===== src/rtl/serial_sum_pkg.sv =====
// rtl/serial_sum_pkg.sv - shared types, default sizes and counter-width helper for the serial sum sequencer
package serial_sum_pkg;

    typedef enum logic [1:0] {
        IDLE = 2'd0,
        RUN  = 2'd1,
        DONE = 2'd2
    } state_t;

    localparam int SS_N = 256;
    localparam int SS_W = 4;

    // A single-cycle operation still needs a one-bit counter to stay legal.
    function automatic int cnt_width(input int cc);
        return (cc <= 1) ? 1 : $clog2(cc);
    endfunction

endpackage


===== src/rtl/serial_sum_slice.sv =====
// rtl/serial_sum_slice.sv - combinational W-bit ripple-carry adder slice built from XOR/AND full adders
module serial_sum_slice #(
    parameter int W = 4
) (
    input  logic [W-1:0] a,
    input  logic [W-1:0] b,
    input  logic         cin,
    output logic [W-1:0] s,
    output logic         cout
);

    logic c;
    logic p;

    always_comb begin
        s = '0;
        c = cin;
        p = 1'b0;
        for (int i = 0; i < W; i++) begin
            p    = a[i] ^ b[i];
            s[i] = p ^ c;
            c    = (a[i] & b[i]) | (p & c);
        end
        cout = c;
    end

endmodule


===== src/rtl/serial_sum_sequencer.sv =====
// rtl/serial_sum_sequencer.sv - serial adder sequencer; optional subtract mode under SERIAL_SUM_SUB_EN
module serial_sum_sequencer
    import serial_sum_pkg::*;
#(
    parameter int N = SS_N,
    parameter int W = SS_W
) (
    input  logic         clk,
    input  logic         rst,
    input  logic         in_valid,
    output logic         in_ready,
    input  logic [N-1:0] op_a,
    input  logic [N-1:0] op_b,
`ifdef SERIAL_SUM_SUB_EN
    input  logic         op_sub,
`endif
    output logic         out_valid,
    input  logic         out_ready,
    output logic [N-1:0] sum,
    output logic         carry_out,
    output logic         busy
);

    localparam int CC = N / W;
    localparam int CW = cnt_width(CC);
    localparam logic [CW-1:0] LAST_CNT = CW'(CC - 1);

    state_t        state_q, state_d;
    logic [N-1:0]  a_q, a_d;
    logic [N-1:0]  b_q, b_d;
    logic [N-1:0]  sum_q, sum_d;
    logic          carry_q, carry_d;
    logic          cout_q, cout_d;
    logic [CW-1:0] cnt_q, cnt_d;
    logic          in_ready_q, in_ready_d;
    logic          out_valid_q, out_valid_d;
    logic          busy_q, busy_d;
    logic          sub_q, sub_d;
    logic          sub_in;

    logic [W-1:0]  slice_b;
    logic [W-1:0]  slice_s;
    logic          slice_cout;

`ifdef SERIAL_SUM_SUB_EN
    assign sub_in = op_sub;
`else
    assign sub_in = 1'b0;
`endif

    // Subtraction is a + ~b + 1: invert B per chunk, the +1 comes from the preset carry.
    assign slice_b = b_q[W-1:0] ^ {W{sub_q}};

    serial_sum_slice #(.W(W)) u_slice (
        .a    (a_q[W-1:0]),
        .b    (slice_b),
        .cin  (carry_q),
        .s    (slice_s),
        .cout (slice_cout)
    );

    always_comb begin
        state_d     = state_q;
        a_d         = a_q;
        b_d         = b_q;
        sum_d       = sum_q;
        carry_d     = carry_q;
        cout_d      = cout_q;
        cnt_d       = cnt_q;
        in_ready_d  = in_ready_q;
        out_valid_d = out_valid_q;
        busy_d      = busy_q;
        sub_d       = sub_q;
        case (state_q)
            IDLE: begin
                if (in_valid) begin
                    a_d        = op_a;
                    b_d        = op_b;
                    sub_d      = sub_in;
                    carry_d    = sub_in;
                    cnt_d      = '0;
                    sum_d      = '0;
                    cout_d     = 1'b0;
                    in_ready_d = 1'b0;
                    busy_d     = 1'b1;
                    state_d    = RUN;
                end
            end
            RUN: begin
                // Chunks enter at the MSB end so chunk 0 lands at the bottom after CC shifts.
                sum_d   = {slice_s, sum_q[N-1:W]};
                carry_d = slice_cout;
                a_d     = a_q >> W;
                b_d     = b_q >> W;
                cnt_d   = cnt_q + 1'b1;
                if (cnt_q == LAST_CNT) begin
                    cnt_d       = '0;
                    cout_d      = slice_cout;
                    busy_d      = 1'b0;
                    out_valid_d = 1'b1;
                    state_d     = DONE;
                end
            end
            DONE: begin
                if (out_ready) begin
                    out_valid_d = 1'b0;
                    in_ready_d  = 1'b1;
                    state_d     = IDLE;
                end
            end
            default: begin
                out_valid_d = 1'b0;
                busy_d      = 1'b0;
                in_ready_d  = 1'b1;
                state_d     = IDLE;
            end
        endcase
    end

    always_ff @(posedge clk) begin
        if (rst) begin
            state_q     <= IDLE;
            a_q         <= '0;
            b_q         <= '0;
            sum_q       <= '0;
            carry_q     <= 1'b0;
            cout_q      <= 1'b0;
            cnt_q       <= '0;
            in_ready_q  <= 1'b1;
            out_valid_q <= 1'b0;
            busy_q      <= 1'b0;
            sub_q       <= 1'b0;
        end else begin
            state_q     <= state_d;
            a_q         <= a_d;
            b_q         <= b_d;
            sum_q       <= sum_d;
            carry_q     <= carry_d;
            cout_q      <= cout_d;
            cnt_q       <= cnt_d;
            in_ready_q  <= in_ready_d;
            out_valid_q <= out_valid_d;
            busy_q      <= busy_d;
            sub_q       <= sub_d;
        end
    end

    assign in_ready  = in_ready_q;
    assign out_valid = out_valid_q;
    assign busy      = busy_q;
    assign sum       = sum_q;
    assign carry_out = cout_q;

endmodule

===== config.mk =====
export PLATFORM = sky130hd
export DESIGN_NAME = serial_sum_sequencer
export DESIGN_NICKNAME = d
export VERILOG_FILES = /design/src/rtl/serial_sum_pkg.sv /design/src/rtl/serial_sum_slice.sv /design/src/rtl/serial_sum_sequencer.sv
export SDC_FILE = /design/constraint.sdc
export NUM_CORES = 2
export LEC_CHECK = 0
export ABC_AREA = 1
export CORE_AREA = 2 2 303 305
export CTS_CLUSTER_DIAMETER = 100
export DETAILED_ROUTE_END_ITERATION = 7
export DIE_AREA = 0 0 305 307
export MAX_ROUTING_LAYER = met4
export SETUP_SLACK_MARGIN = 0.2
export SYNTH_ARGS = -nofsm -noshare
export SYNTH_HDL_FRONTEND = slang
export SYNTH_SLANG_ARGS = --single-unit

===== constraint.sdc =====
create_clock -name clk -period 2.33 [get_ports clk]
set_input_delay 0.233 -clock clk [delete_from_list [all_inputs] [get_ports clk]]
set_output_delay 0.233 -clock clk [all_outputs]
set_load 0.005 [all_outputs]

* Word-level counts from Yosys, hierarchy flattened
Index checks and enable logic that the tools add are counted.
** Word-level totals
- Register bits after elaboration :: 781
- Input port bits :: 516
- Output and inout port bits :: 260
- Word-level logic and storage cells :: 73
** Cells by class
- $add $sub $neg :: 1
- Eq/ne operators :: 6
- Muxes and demuxes :: 25
- Bitwise operators :: 23
- Reduce and logical (&&, ||, !) cells :: 8
** Operator list (number)
- $pmux W256 S2 :: 3
- $mux W256 :: 3
- $reduce_and A3 Y1 :: 5
- $mux W6 :: 2
- $pmux W6 S2 :: 1
- $pmux W1 S3 :: 3
- $and A1 B1 Y1 :: 8
- $xor A1 B1 Y1 :: 8
- $mux W1 :: 7
- $add A6 B1 Y6 const B :: 1
- $eq A6 B6 Y1 const B :: 1
- $mux W2 :: 3
- $ne A2 B2 Y1 const B :: 3
- $pmux W2 S3 :: 1
- $or A1 B1 Y1 :: 4
- $pmux W1 S2 :: 2
- $not A1 Y1 :: 3
- $eq A2 B1 Y1 const B :: 1
- $eq A2 B2 Y1 const B :: 1
- $logic_not A2 Y1 :: 1
- $reduce_and A2 Y1 :: 1
- $reduce_bool A2 Y1 :: 1

* Logic depth before layout (Yosys ltp)
- Word-level depth :: 11
- Gate-level depth with buffers :: 10
- Depth with buffers taken out :: 8

* Cells and area by module
A second synthesis with hierarchy kept.
** Unflattened totals
- Cell total of the unflattened synthesis :: 4485
- Area, all modules :: 31731.7 um^2
** By module, submodules not included
- serial_sum_sequencer :: instances 1, cells an instance 4471, area an instance 31614.1 um^2, sequential area each 15635.0 um^2
- serial_sum_slice :: instances 1, cells an instance 14, area an instance 117.6 um^2, sequential area each 0.0 um^2

* Least setup slack after synthesis
OpenSTA, ideal clock, no wires.
- Kind :: register -> register
- Start :: register a_q[0]
- End :: register sum_q[255], in the netlist sum[255]
- Setup time :: 0.070 ns
- Data arrival time :: 2.106 ns
- Data required time :: 2.260 ns
- Slack :: 0.154 ns
- Cell stages (with the launch flop) :: 8
- Path buffers :: 0
- Period minus slack after synthesis :: 2.176 ns
- Path through :: dfxtp_1 > fa_1 > inv_1 > fa_1 > fa_1 > fa_1 > or2_2 > a21oi_1
** On the way
- Word-level cells in the longest chain between the ends :: 9
- Elaborated cells between the ends (all ways) :: 10
- Classes of those cells :: mux: 1; bitwise: 9
** Ends and longest elaborated chain
- start: declaration :: line serial_sum_sequencer.sv:29 : logic [N-1:0] a_q, a_d;
- start signal: assignment :: line serial_sum_sequencer.sv:123 : a_q <= '0;
- start signal: assignment :: line serial_sum_sequencer.sv:135 : a_q <= a_d;
- $xor A1 B1 Y1 :: line serial_sum_slice.sv:20 : p = a[i] ^ b[i];
- $and A1 B1 Y1 :: line serial_sum_slice.sv:22 : c = (a[i] & b[i]) | (p & c);
- $or A1 B1 Y1 (*) :: line serial_sum_slice.sv:22
- $and A1 B1 Y1 (*) :: line serial_sum_slice.sv:22
- $or A1 B1 Y1 (*) :: line serial_sum_slice.sv:22
- $and A1 B1 Y1 (*) :: line serial_sum_slice.sv:22
- $or A1 B1 Y1 (*) :: line serial_sum_slice.sv:22
- $xor A1 B1 Y1 (*) :: line serial_sum_slice.sv:21 : s[i] = p ^ c;
- $pmux W256 S2 (*) :: line serial_sum_sequencer.sv:74 : case (state_q)
- end signal: assignment :: line serial_sum_sequencer.sv:137 : sum_q <= sum_d;
- end: declaration :: line serial_sum_sequencer.sv:31 : logic [N-1:0] sum_q, sum_d;
Mark *: on every way between the ends. The rest lies on a longest branch, timed or not.
A chain may end at the register's enable or synchronous reset.

* Worst setup path in the final report
- Start :: register carry_q
- End :: register sum_q[255], in the netlist sum[255]
** On the way
- Word-level cells in the longest chain between the ends :: 8
** Ends and longest elaborated chain
- start: declaration :: line serial_sum_sequencer.sv:32 : logic carry_q, carry_d;
- start signal: assignment :: line serial_sum_sequencer.sv:138 : carry_q <= carry_d;
- $and A1 B1 Y1 :: line serial_sum_slice.sv:22
- $or A1 B1 Y1 :: line serial_sum_slice.sv:22
- $and A1 B1 Y1 :: line serial_sum_slice.sv:22
- $or A1 B1 Y1 :: line serial_sum_slice.sv:22
- $and A1 B1 Y1 :: line serial_sum_slice.sv:22
- $or A1 B1 Y1 :: line serial_sum_slice.sv:22
- $xor A1 B1 Y1 :: line serial_sum_slice.sv:21
- $pmux W256 S2 :: line serial_sum_sequencer.sv:74
No other way between the ends.

==> implementation parameters <==
Parameter                              Value

CTS
  Clock input transition at the sequential cells of the worst setup and hold paths    0.06 ns
  Bufs on Longest Clock Path    3
  Sink Count    781
  Clock tree root driver cell    clkbuf_16
  Post-CTS setup buffer count    0
  TritonCTS clock tree    done
  H-tree Lvls    3
  Cts bufs inserted    87
  Clk_lat worst skew    0.65 ns

Timing
  Ratio of final minimum period to clock period    90.64%
  Unrepaired setup endpoints after global routing    true
  Hold violation total from the final report    0
  Slew HR    50.88%
  Fmax achieved    473.5 MHz
  Min Clock Period, post-route    2.112 ns
  Post-Route Setup TNS    0 ns
  Final clock skew    0.02446 ns
  Final setup vio count    0
  Max-slew violation count    0
  Worst-Margin Slew    0.7368 ns

Finish
  Layout cell share with drive strength beyond 1    4.895%
  Area growth from synthesis to layout    38.30%
  Layout Nets    5702
  Final design instance area without fill    43930 µm²

Global routing
  First-pass GRT wire length    172700 µm
  Global router's overall resource usage    24.01%
  Via count of the first global-routing pass    29560
  Largest net degree at the start of global routing    154
  Antenna violations before repair    33
  Total overflow reported by the global router    0

Worst setup path
  Slowest cell on the critical path    fa_2
  Start-to-end type of the worst setup path    reg2reg
  Depth of the critical timing path with buffers and inverters included    7
  Critical path's top delay family    adder cells
  R2R depth    7
  Largest fanout of any net on the critical path    2
  Worst setup EP type    flip-flop
  Worst reg2reg path startpoint    carry_q
  Worst R2R Setup Slack    0.22 ns
  Buffer and inverter count on the worst path    1
  Sort of element at the start of the critical path    flip-flop
  Ordered list of cells on the worst path    fa_2, inv_2, fa_2, fa_2, fa_2, or2_4, a21oi_2
  Launching instance or port of the critical path    carry_q
  Crit path required time    2.89 ns
  Worst setup path endpoint    sum[255]
  Crit Reg-Reg Endpoint    sum[255]
  Arrival time at the worst endpoint    2.67 ns
  Cell occurring most often along the worst timing path    fa_2
  Slowest cell delay on critical path    0.41 ns

Power
  Proportion of power drawn by the clock network    41.0%
  Power density of the placed cells    781.8 nW/µm²
  Cell internal power dissipation    24950 µW
  Share of total power in sequential cells    42.9%
  Switching portion of total power    27.35%
  Max IR drop VDD    515.3 µV
  Combinational group share of total power    16.1%
  P_sw    9394 µW
  Leak Pwr    0.01708 µW

Detailed routing
  Vias per cell    4.860
  Number of nets still failing antenna checks after routing    0
  DRC errors left    0
  Via total after detailed routing    31450
  Average routed wire per standard cell    17.58 µm
  DRT Wirelength    113800 µm
  Initial detailed-routing violation count    2668
  First-pass iteration count of the detailed router    6

Synth
  Avg Synthesized Cell Area    6.949 µm²
  Synth Cell Area    31760 µm²
  Top cell type's share of synthesized area    49.22%
  Cells after synthesis    4571
  Synth area leaders    dfxtp_1 49%, nand2_1 27%, a21oi_1 11%, buf_2 2.7%, o22ai_1 2.3%
  Share of the yosys chip area belonging to registers    49.22%
  Flop and latch count out of synthesis    781
  Number of warning messages in the yosys log    0
  Cell taking the most area after synthesis    dfxtp_1
  Synthesized net count    5092
  Unique masters post-synth    21

Floorplanning
  Die boundary width    305 µm
  Row count    111
  Starting utilization of the core area    35.02%
  Die area    93640 µm²
  Floorplan die height    307 µm
  Total I/O pin count    776
  Core area    90690 µm²

Job
  # Max-Cap Violations    0

Place
  DP HPWL    78860 µm
  Last weighted congestion value of the routability-driven placer    0.8781
  Cell area after placement    40920 µm²
  # port buffers    775

Run status
  Result of the run    finished clean

Worst hold path
  Class of the tightest hold or removal check    in2reg
  Min-Delay Startpoint    op_a[177]
-- cells in the final DEF, fill, tap and decap left out, drive strengths merged, types with 35 or more instances in the layout --
cell type / instances
nand2: 2321
dfxtp: 781
clkdlybuf4s50: 774
a21oi: 709
clkbuf: 130
o21ai: 126
o22ai: 119
buf: 104
inv: 49
a31oi: 41
diode: 35
nand3: 35
-- state kept, by name (all words and copies together) (netlist names), 2 cells and up --
register  cells
a_q         256
state_q       2
b_q         256
sum         256
cnt_q         6
-- synth_stat cells, drive strengths merged --
cell    instances
dfxtp         781
nand3          35
buf           200
a22oi          10
a21oi         709
ha              1
nor3            1
fa              4
or2             4
o22ai         119
nor2           14
inv            47
clkbuf        158
a31oi          41
nand2        2321
o21ai         126
-- layout make-up --
class	instances	area (µm²)
inverters	47	193.9
clock buffers	130	2552
flip-flops and latches	781	15640
multi-input cells	3385	14370
repair buffers	879	9259
clock inverters	28	347.8
fillers	8987	46760
diodes	35	87.58
well taps	1186	1484
-- cells by family (layout without fill, tap and decap cells) --
family / count (synthesis) / count (layout) / synth area share (%)
AOI/OAI and AO/OA: 1005 / 1005 / 16.54
adders and majority gates: 5 / 5 / 0.2915
buffers and inverters: 405 / 1084 / 5.684
DFF: 781 / 781 / 49.22
other: 0 / 35 / 0
and+or+nand+nor: 2375 / 2375 / 28.26
-- how the worst min path moves through the flow --
stage	to	depth (start not counted)	slack (ns)
after floorplan	a_q[252]	2	0.38
after global placement	sum[2]	2	0.45
after detailed placement	a_q[255]	2	0.45
after CTS	a_q[177]	3	0.13
after global routing	a_q[177]	3	0.16
final	a_q[177]	3	0.18
-- power groups by stage --
stage               clock network [µW]  registers, µW  logic, µW
finish                           14100          14700       5550
CTS                              14400          14700       5600
floorplan                            0          14900       3310
global placement                     0          15000       5530
detailed placement                   0          15000       5560
global route                     14900          14800       6180
-- metrics by stage --
stage	hold WS (ns)	total power [µW]	util (%)	worst slack, ns	std cells
finish	0.1783	34340	48.44	0.2181	6471
global route	0.1596	35960	48.43	0.1528	6469
CTS	0.1309	34720	48.34	0.1206	6436
detailed placement	0.4531	20570	45.12	0.07752	6277
global placement	0.4496	20530	45.12	0.08182	6277
floorplan	0.3813	18200	-	0.2355	4571
-- tightest hold or removal path, cell delays in order --
cell and delay (ns):
clkdlybuf4s50_1 0.39, nand2_1 0.07, a31oi_1 0.07
-- repair_timing --
action | CTS | global route
resized for setup | 8 | 0
pin swaps | 7 | 5
setup endpoints to repair | 2 | 2
endpoints found under the hold margin | 10 | 0
hold buffers | 1 | 0
-- metal layers --
layer / wire (µm) / GRT usage, % / up-vias
li1: - / - / 15970
met1: 49190 / 29.97 / 14370
met2: 52710 / 37.44 / 898
met3: 7673 / 5.396 / 205
met4: 4186 / 10.06 / 0
met5: 0 / - / -
Note: power is estimated with default switching activity, not from simulation.
